<file path="src/rtl/chs_conf_serializer.sv">
// Serial loader and population counter for cool/heat-system configuration words.
// Shifts a captured word out one bit per clock and reports its ones count and even parity.
module chs_conf_serializer #(
    parameter int WIDTH     = 8,
    parameter bit MSB_FIRST = 1'b1,
    parameter int CNT_W     = $clog2(WIDTH + 1)
) (
    input  logic             clk,
    input  logic             rst_n,
    input  logic             load,
    input  logic [WIDTH-1:0] chs_conf,
    input  logic             abort,
    output logic             ready,
    output logic             out_bit,
    output logic             out_valid,
    output logic             done,
    output logic [CNT_W-1:0] ones_count,
    output logic             is_even
);

    typedef enum logic [1:0] {
        IDLE,
        SHIFT,
        DONE
    } state_t;

    localparam logic [CNT_W-1:0] LAST_IDX = CNT_W'(WIDTH - 1);

    state_t           state;
    logic [WIDTH-1:0] sreg;
    logic [CNT_W-1:0] run_cnt;
    logic [CNT_W-1:0] idx;

    logic [WIDTH-1:0] sreg_adv;
    logic             load_head;
    logic             next_head;
    logic [CNT_W-1:0] sum_cnt;

    // out_bit is registered, so the head of the advanced register is prepared one edge early.
    always_comb begin
        sreg_adv  = '0;
        load_head = 1'b0;
        next_head = 1'b0;
        if (MSB_FIRST) begin
            sreg_adv  = {sreg[WIDTH-2:0], 1'b0};
            load_head = chs_conf[WIDTH-1];
            next_head = sreg_adv[WIDTH-1];
        end else begin
            sreg_adv  = {1'b0, sreg[WIDTH-1:1]};
            load_head = chs_conf[0];
            next_head = sreg_adv[0];
        end
        sum_cnt = run_cnt + CNT_W'(out_bit);
    end

    always_ff @(posedge clk or negedge rst_n) begin
        if (!rst_n) begin
            state      <= IDLE;
            sreg       <= '0;
            run_cnt    <= '0;
            idx        <= '0;
            ready      <= 1'b1;
            out_bit    <= 1'b0;
            out_valid  <= 1'b0;
            done       <= 1'b0;
            ones_count <= '0;
            is_even    <= 1'b1;
        end else begin
            case (state)
                IDLE: begin
                    done <= 1'b0;
                    if (load && !abort) begin
                        sreg      <= chs_conf;
                        run_cnt   <= '0;
                        idx       <= '0;
                        out_bit   <= load_head;
                        out_valid <= 1'b1;
                        ready     <= 1'b0;
                        state     <= SHIFT;
                    end
                end
                SHIFT: begin
                    if (abort) begin
                        run_cnt   <= '0;
                        idx       <= '0;
                        out_bit   <= 1'b0;
                        out_valid <= 1'b0;
                        ready     <= 1'b1;
                        state     <= IDLE;
                    end else if (idx == LAST_IDX) begin
                        sreg       <= sreg_adv;
                        run_cnt    <= sum_cnt;
                        out_bit    <= 1'b0;
                        out_valid  <= 1'b0;
                        done       <= 1'b1;
                        ones_count <= sum_cnt;
                        is_even    <= ~sum_cnt[0];
                        state      <= DONE;
                    end else begin
                        sreg    <= sreg_adv;
                        run_cnt <= sum_cnt;
                        idx     <= idx + CNT_W'(1);
                        out_bit <= next_head;
                    end
                end
                DONE: begin
                    done  <= 1'b0;
                    ready <= 1'b1;
                    state <= IDLE;
                end
                default: begin
                    state <= IDLE;
                end
            endcase
        end
    end

endmodule

</file>
<file path="config.mk">
export PLATFORM = sky130hd
export DESIGN_NAME = chs_conf_serializer
export DESIGN_NICKNAME = d
export VERILOG_FILES = /design/src/rtl/chs_conf_serializer.sv
export SDC_FILE = /design/constraint.sdc
export NUM_CORES = 1
export LEC_CHECK = 0
export BUFFER_PORTS_ARGS = -buffer_cell sky130_fd_sc_hd__buf_2
export CORE_MARGIN = 2
export CORE_UTILIZATION = 50
export DETAILED_ROUTE_END_ITERATION = 6
export PLACE_DENSITY = 0.72
export SLEW_MARGIN = 40
export SYNTH_ARGS = -nofsm -noshare
export SYNTH_HDL_FRONTEND = slang
export SYNTH_SLANG_ARGS = --single-unit
</file>
<file path="constraint.sdc">
create_clock -name clk -period 2.2 [get_ports clk]
set_input_delay 0.44 -clock clk [delete_from_list [all_inputs] [get_ports clk]]
set_output_delay 0.44 -clock clk [all_outputs]
set_load 0.03 [all_outputs]
</file>
==> results.ini, run 1 <==
[run_status]
run_status=finished clean

[clock_tree]
clock-sinks=26
cts_tree=built
insertion_delay_ns=0.34
path_clk_slew_ns=0.15
cts-root-buf=clkbuf_4
postCtsHoldBufs=0
clock_path_buffers=2
cts_made_buffers=3
post_cts_buffers=0
htree_levels=1
cts_resized=0

[critical_path]
crit_required_ns=2.47
worst-r2r-cell-count=6
startpoint_type=flip-flop
slowest_delay_ns=0.49
setup.worst_path.class=flip-flop to flip-flop
worst_path_max_delay_cell=or4_1
end_kind=flip-flop
crit_path_max_fanout=11
cp_data_arrival_time_ns=2.25
cp_cell_sequence=inv_1 -> ha_1 -> nor2_1 -> a21o_4 -> or4_1 -> o21ai_0

[yosys]
synth_largest_area_cell=dfrtp_1
syn_area_per_cell_um2=9.91
synth-edff-count=0
netlist_top_cells_area=dfrtp_1, ha_1, a21oi_1
synth_nets=160
ys_warn_count=0
synth_compound_area_frac=0.173
yosysUniqueCellTypes=34
async_reset_ff_frac=1.00
synthMuxAreaShare=0.0599
seq_area_frac_synth=0.474
synth-seq-cells=26
synthCells=139
netlist_area_um2=1380
synth_xor_area_frac=0.00636
ys.flop_type=dfrtp_1
synth-adder-area-share=0.0817
yosys.area.top_type_share=0.436
synth_simple_gate_area_share=0.164
synth_top_family_by_area=compound AO/OA/AOI/OAI gates

[final_layout]
fin_nets=184
drive_gt1_frac=0.204
fillers=247
diodes=0
syn_to_final_growth_pct=13.6
design_area_um2=1570
stdcell_count=193

[floorplanning]
core-area_um2=2690
num_rows=19
die_w_um=56.5
die_area_um2=3190
top_level_ports=21
die_y_um=56.5
initial_core_util=0.513

[detailed_routing]
drtIter0Drc=27
first_pass_iters=4
final_antenna_net_count=0
routed_wirelength_um=2540
wl_per_cell_um=13.1
routed_via_density=5.46
via_count=1054
drc=0

[pwr]
p_leak_nw=0.766
peakVddDrop_v=0.000692
power.density_nw_per_um2=1240

[grt]
grt_pass1_vias=1028
overflow=0
track_usage=0.176
antenna_found_initial=0
grt_pass1_wl_um=4350
grt_max_degree=27

[sta]
max_clock_freq_mhz=506
finalHoldViolCount=0
finalSetupTns_ns=0
holdWs_ns=0.0671
fin_skew_ns=0.00699
final.setup.worst_slack_ns=0.223
setup_violations=0
rsz0062_at_grt=false
max-slew-margin-rel=0.622
worstMarginPinSlew_ns=0.568
period_share=0.899
maxSlewViolCount=0
layout_min_cycle_time_ns=1.98

[placement]
io_buffers=20
dp.cells=189
dp_hpwl_um=1940
place_area_um2=1510
pre_cts_ws_ns=0.249
finalWeightedCongestion=0.789

[worst_hold_path]
hp-class=input pin to async pin

[run]
max_cap_violations=0

==> final timing paths <==
kind	endpoint	from	slack [ns]
max in group asynchronous	is_even$_DFFE_PN1P_	rst_n	1.75
max	idx[3]$_DFFE_PN0P_	state[0]$_DFFE_PN0P_	0.22
max reg2reg	idx[3]$_DFFE_PN0P_	state[0]$_DFFE_PN0P_	0.22
min in group clk	sreg[0]$_DFFE_PN0P_	chs_conf[0]	0.34
min reg2reg	ones_count[1]$_DFFE_PN0P_	ones_count[1]$_DFFE_PN0P_	0.48
min	run_cnt[3]$_DFFE_PN0P_	rst_n	0.07
==> critical path: cells and delay by family, from the launching register on <==
family	cells	cell delay (ns)
buffers and inverters	1	0.13
AOI/OAI and AO/OA	2	0.32
adders and majority gates	1	0.36
and+or+nand+nor	2	0.64
DFF	1	0.46
==> cell type report <==
class,count,area [um2],share of cell area
multi-input cells,101,668,0.427
well taps,31,38.8,0.0248
inverters,8,30.0,0.0192
clock inverters,1,30.0,0.0192
repair buffers,23,123,0.0783
flip-flops and latches,26,653,0.417
clock buffers,3,22.5,0.0144
==> kinds of logic after synthesis <==
family                     count (synthesis)
muxes                                      8
adders and majority gates                  9
xor gates and xnor gates                   1
and+or+nand+nor                           47
DFF                                       26
buffers and inverters                     12
AOI/OAI and AO/OA                         36
==> metal layers <==
layer | share of wire | GRT usage | routed length, um | up-vias
met4 | 0.022 | 0.0816 | 57 | 0
met3 | 0.038 | 0.0230 | 96 | 5
met1 | 0.43 | 0.215 | 1100 | 495
li1 | - | - | - | 532
met5 | 0 | 0 | 0 | -
met2 | 0.51 | 0.304 | 1280 | 22
==> through the flow <==
step	utilization	power [W]
global route	0.583	0.00209
detailed placement	0.563	0.00163
CTS	0.583	0.00197
floorplan	-	0.00140
global placement	0.563	0.00159
finish	0.583	0.00194
==> cells in the mapped netlist, types with 2 or more instances <==
master,count
mux2i_1,6
nand3_1,5
dfstp_2,2
o21ai_0,4
nand2b_1,3
a22o_1,2
nor3_1,3
ha_1,9
nor2b_1,4
a21o_1,2
nand2_1,16
a21oi_1,16
dfrtp_1,24
and2_1,2
mux2_2,2
inv_1,8
nor2_1,11
buf_2,3
o22ai_1,2
==> state kept, by name, indices dropped and copies added (netlist names), 2 cells and up <==
register and flops:
ones_count 4, sreg 7, run_cnt 4, idx 4, state 2
==> power breakdown <==
part / leakage [nW] / internal (W) / switching [W] / total (W)
Combinational: 0.414 / 0.000367 / 0.000499 / 0.000866
Clock: 0.0279 / 0.000185 / 0.000153 / 0.000338
Sequential: 0.324 / 0.000636 / 0.000105 / 0.000740
Total: 0.766 / 0.00119 / 0.000757 / 0.00194
==> placed cells by master (no fill, tap or decap), types with 2 or more instances in the layout <==
master	count
a21o_1	2
a21oi_1	16
a22o_1	2
and2_1	2
buf_2	20
buf_4	3
clkbuf_4	3
dfrtp_1	24
dfstp_2	2
ha_1	9
inv_1	8
mux2_2	2
mux2i_1	6
nand2_1	16
nand2b_1	3
nand3_1	5
nor2_1	11
nor2b_1	4
nor3_1	3
o21ai_0	4
o22ai_1	2
Power figures use the tool's default switching activity.
==> inputs of run 2 (changes only) <==
--- a/config.mk
+++ b/config.mk
@@ -5,11 +5,11 @@
 export SDC_FILE = /design/constraint.sdc
 export NUM_CORES = 1
 export LEC_CHECK = 0
-export BUFFER_PORTS_ARGS = -buffer_cell sky130_fd_sc_hd__buf_2
 export CORE_MARGIN = 2
 export CORE_UTILIZATION = 50
+export CTS_CLUSTER_DIAMETER = 60
 export DETAILED_ROUTE_END_ITERATION = 6
-export PLACE_DENSITY = 0.72
+export DONT_BUFFER_PORTS = 1
 export SLEW_MARGIN = 40
 export SYNTH_ARGS = -nofsm -noshare
 export SYNTH_HDL_FRONTEND = slang
==> results.ini, run 2 (synthesis gave the netlist of run 1 again) <==
[run_status]
run_status=finished clean

[placement]
io_buffers=0
finalWeightedCongestion=0.760
dp_hpwl_um=1960

[pwr]
p_clk_frac=0.115
p_seq_frac=0.445
p_leak_nw=0.684
peakVddDrop_v=0.000699
p_comb_frac=0.439
power.density_nw_per_um2=1220
swShare=0.413
power.internal_w=0.00106
switchingPower_w=0.000745

[sta]
max_clock_freq_mhz=500
rsz0062_at_grt=false
finalHoldViolCount=0
maxSlewViolCount=0
layout_min_cycle_time_ns=2.00
period_share=0.909
max-slew-margin-rel=0.713
finalSetupTns_ns=0
worstMarginPinSlew_ns=0.419
fin_skew_ns=0.00531
setup_violations=0

[final_layout]
fillers=253
multiInputGateArea_um2=668
layout_commonest_cell=dfrtp_1
final_cell_mix=dfrtp_1, nand2_1, a21oi_1, nor2_1, ha_1
drive_gt1_frac=0.0966
regArea_um2=653
largest-register=sreg
diodes=0
syn_to_final_growth_pct=7.18
final_util=0.550
fin_nets=167
largest_register_ffs=7

[critical_path]
crit_required_ns=2.45
crit_path_max_fanout=11
startpoint_type=flip-flop
cp_data_arrival_time_ns=2.25
setup.worst_path.class=flip-flop to flip-flop
end_kind=flip-flop
r2r_slack_ns=0.20

[detailed_routing]
routed.top_layer=met4
drc=0
via_count=1002
wl_per_cell_um=15.0
first_pass_iters=4
routed-wl-met2_um=1290
routed_wirelength_um=2640
drtIter0Drc=29
final_antenna_net_count=0
routed_via_density=5.69
wl_met1_um=1260
dr_wl_met3_um=72

[floorplanning]
initial_core_util=0.513
top_level_ports=21
die_area_um2=3190
die_w_um=56.5
core-area_um2=2690
die_y_um=56.5
num_rows=19

[clock_tree]
cts_made_buffers=3
post_cts_buffers=0
cts_tree=built
cts-root-buf=clkbuf_4
htree_levels=1
cts_resized=0
clock_path_buffers=2
clock-sinks=26
path_clk_slew_ns=0.14
insertion_delay_ns=0.31
postCtsHoldBufs=2

[run]
max_cap_violations=0

[worst_hold_path]
hp-class=input pin to flip-flop

[grt]
grt_pass1_vias=1034
grt_max_degree=27
track_usage=0.181
antenna_found_initial=0
overflow=0
grt_pass1_wl_um=4610

==> run 2: path summary, 6_finish.rpt <==
path | cells after the start | endpoint | start
min in group asynchronous | 2 | idx[3]$_DFFE_PN0P_ | rst_n
hold reg to reg | 1 | run_cnt[0]$_DFFE_PN0P_ | run_cnt[0]$_DFFE_PN0P_
setup reg to reg | 6 | idx[3]$_DFFE_PN0P_ | state[0]$_DFFE_PN0P_
hold / removal | 1 | run_cnt[2]$_DFFE_PN0P_ | abort
setup / recovery | 6 | idx[3]$_DFFE_PN0P_ | state[0]$_DFFE_PN0P_
max in group asynchronous | 2 | ready$_DFFE_PN1P_ | rst_n
==> run 2: routing by layer <==
| metal | GRT usage | vias to the layer above |
|---|---|---|
| met4 | 0.0408 | 0 |
| met2 | 0.302 | 17 |
| met5 | 0 | - |
| met3 | 0.0323 | 2 |
| li1 | - | 501 |
| met1 | 0.246 | 482 |
==> run 2: critical path, cell delays in order (launching register included) <==
cell and delay [ns]:
dfrtp_1 0.46, inv_1 0.14, ha_1 0.39, nor2_1 0.15
a21o_4 0.24, or4_1 0.49, o21ai_0 0.08
==> run 2: power by group through the flow <==
| stage | Sequential, W | Clock (W) | Combinational (W) |
|---|---|---|---|
| final | 0.000803 | 0.000208 | 0.000793 |
| after global routing | 0.000821 | 0.000235 | 0.000900 |
| after CTS | 0.000806 | 0.000219 | 0.000804 |
| after detailed placement | 0.000816 | 0 | 0.000784 |
| after global placement | 0.000806 | 0 | 0.000758 |
| after floorplan | 0.000806 | 0 | 0.000590 |
==> run 2: through the flow <==
step	hold WS, ns	setup slack [ns]	std cells	total power, W	instance area (um2)
2_1_floorplan	0.144	0.518	139	0.00140	1380
3_3_place_gp	0.145	0.327	170	0.00156	1420
3_5_place_dp	0.145	0.234	170	0.00160	1420
4_1_cts	0.206	0.203	176	0.00183	1480
5_1_grt	0.188	0.0267	176	0.00196	1480
6_report	0.220	0.200	176	0.00180	1480
==> run 2: cell type report <==
class	instances	area share
Clock buffer	4	0.0178
Inverter	8	0.0203
Multi-Input combinational cell	101	0.453
Sequential cell	26	0.442
Tap cell	31	0.0263
Timing Repair Buffer	6	0.0407
==> inputs of run 3 (changes only) <==
==> constraint.sdc (replaced) <==
create_clock -name clk -period 2.25 [get_ports clk]
set_input_delay 0.45 -clock clk [delete_from_list [all_inputs] [get_ports clk]]
set_output_delay 0.45 -clock clk [all_outputs]
set_load 0.03 [all_outputs]
==> results.ini, run 3 (synthesis gave the netlist of run 1 again) <==
[critical_path]
crit_required_ns=2.50
reg2reg_to=idx[3]$_DFFE_PN0P_
slowest_delay_ns=0.49
cp_cell_sequence=inv_1 -> ha_1 -> nor2_1 -> a21o_4 -> or4_1 -> o21ai_0
crit_path_max_fanout=11
worst_path_max_delay_cell=or4_1
end_kind=flip-flop
startpoint_type=flip-flop
cp_top_family=simple AND/OR/NAND/NOR gates
r2r_slack_ns=0.27
rr_startpoint=state[0]$_DFFE_PN0P_
cp_data_arrival_time_ns=2.23
path_buf_inv=1
setup.worst_path.class=flip-flop to flip-flop
worstSetupPathDepth=6
worst-r2r-cell-count=6

[floorplanning]
die_area_um2=3190
core-area_um2=2690
die_w_um=56.5
die_y_um=56.5
initial_core_util=0.513
num_rows=19
top_level_ports=21

[clock_tree]
htree_levels=1
cts_made_buffers=3
cts_resized=0
clock_path_buffers=2
path_clk_slew_ns=0.14
insertion_delay_ns=0.32
cts_tree=built
clock-sinks=26
postCtsHoldBufs=2
cts-root-buf=clkbuf_4
post_cts_buffers=0

[sta]
max-slew-margin-rel=0.743
worstMarginPinSlew_ns=0.376
setup_violations=0
layout_min_cycle_time_ns=1.98
period_share=0.878
maxSlewViolCount=0
finalHoldViolCount=0
max_clock_freq_mhz=506
finalSetupTns_ns=0
fin_skew_ns=0.00332
rsz0062_at_grt=false
holdWs_ns=0.220

[grt]
antenna_found_initial=0
overflow=0
grt_pass1_wl_um=4340
track_usage=0.176
grt_pass1_vias=978
grt_max_degree=27

[final_layout]
fillers=255
stdcell_count=175
largest-register=sreg
drive_gt1_frac=0.0972
syn_to_final_growth_pct=7.36
final_cell_mix=dfrtp_1, nand2_1, a21oi_1, nor2_1, ha_1
fin_nets=166
layout_commonest_cell=dfrtp_1
largest_register_ffs=7
diodes=0

[placement]
dp.cells=169
io_buffers=0
dp_hpwl_um=1880
finalWeightedCongestion=0.744

[worst_hold_path]
min_to=run_cnt[2]$_DFFE_PN0P_
hp-class=input pin to flip-flop
hold_depth=1
min_from=abort

[detailed_routing]
wl_per_cell_um=14.6
final_antenna_net_count=0
routed_via_density=5.48
drc=0
drtIter0Drc=28
via_count=959
first_pass_iters=4
routed_wirelength_um=2550

[run_status]
run_status=finished clean

[pwr]
peakVddDrop_v=0.000668
p_leak_nw=0.686
power.density_nw_per_um2=1200

[run]
max_cap_violations=0

run 3: cell types whose count changed in the layout (fill, tap and decap cells not counted), sizes merged:
| cell | delta |
|---|---|
| buf | -1 |
run 3: how the worst max path moves through the flow:
| stage | start | end | slack [ns] |
|---|---|---|---|
| final | state[0]$_DFFE_PN0P_ | idx[3]$_DFFE_PN0P_ | 0.27 |
| after detailed placement | state[0]$_DFFE_PN0P_ | idx[3]$_DFFE_PN0P_ | 0.31 |
| after floorplan | state[1]$_DFFE_PN0P_ | idx[3]$_DFFE_PN0P_ | 0.57 |
| after CTS | state[1]$_DFFE_PN0P_ | idx[3]$_DFFE_PN0P_ | 0.28 |
| after global routing | state[1]$_DFFE_PN0P_ | idx[3]$_DFFE_PN0P_ | 0.13 |
| after global placement | state[1]$_DFFE_PN0P_ | idx[3]$_DFFE_PN0P_ | 0.38 |
run 3: layout make-up:
cell class | instances | area [um2] | share of cell area
well taps | 31 | 38.8 | 0.0262
inverters | 8 | 30.0 | 0.0203
flip-flops and latches | 26 | 653 | 0.442
clock buffers | 4 | 36.3 | 0.0245
repair buffers | 5 | 52.6 | 0.0355
multi-input cells | 101 | 668 | 0.452
run 3: layer usage:
layer,global-route usage,routed length (um)
met3,0.0207,79
met1,0.241,1190
met2,0.284,1240
met4,0.0714,41
met5,0,0
run 3: report_power, final:
| group | total (W) | leakage (nW) | switching, W | internal (W) |
|---|---|---|---|---|
| combinational | 0.000730 | 0.341 | 0.000396 | 0.000333 |
| clock | 0.000237 | 0.0210 | 0.000138 | 0.0000989 |
| sequential | 0.000810 | 0.324 | 0.000187 | 0.000622 |
run 3: per-stage QoR:
step	power (W)	utilization	area, um2	setup WS (ns)
after floorplan	0.00136	-	1380	0.568
after global routing	0.00191	0.551	1480	0.133
after detailed placement	0.00154	0.526	1410	0.310
after CTS	0.00180	0.551	1480	0.279
final	0.00178	0.551	1480	0.274
after global placement	0.00151	0.526	1410	0.382
run 3: worst register-to-register path: stages, from the launching register on:
cell and delay (ns):
dfrtp_1 0.46, inv_1 0.13, ha_1 0.38, nor2_1 0.14, a21o_4 0.24, or4_1 0.49
o21ai_0 0.08
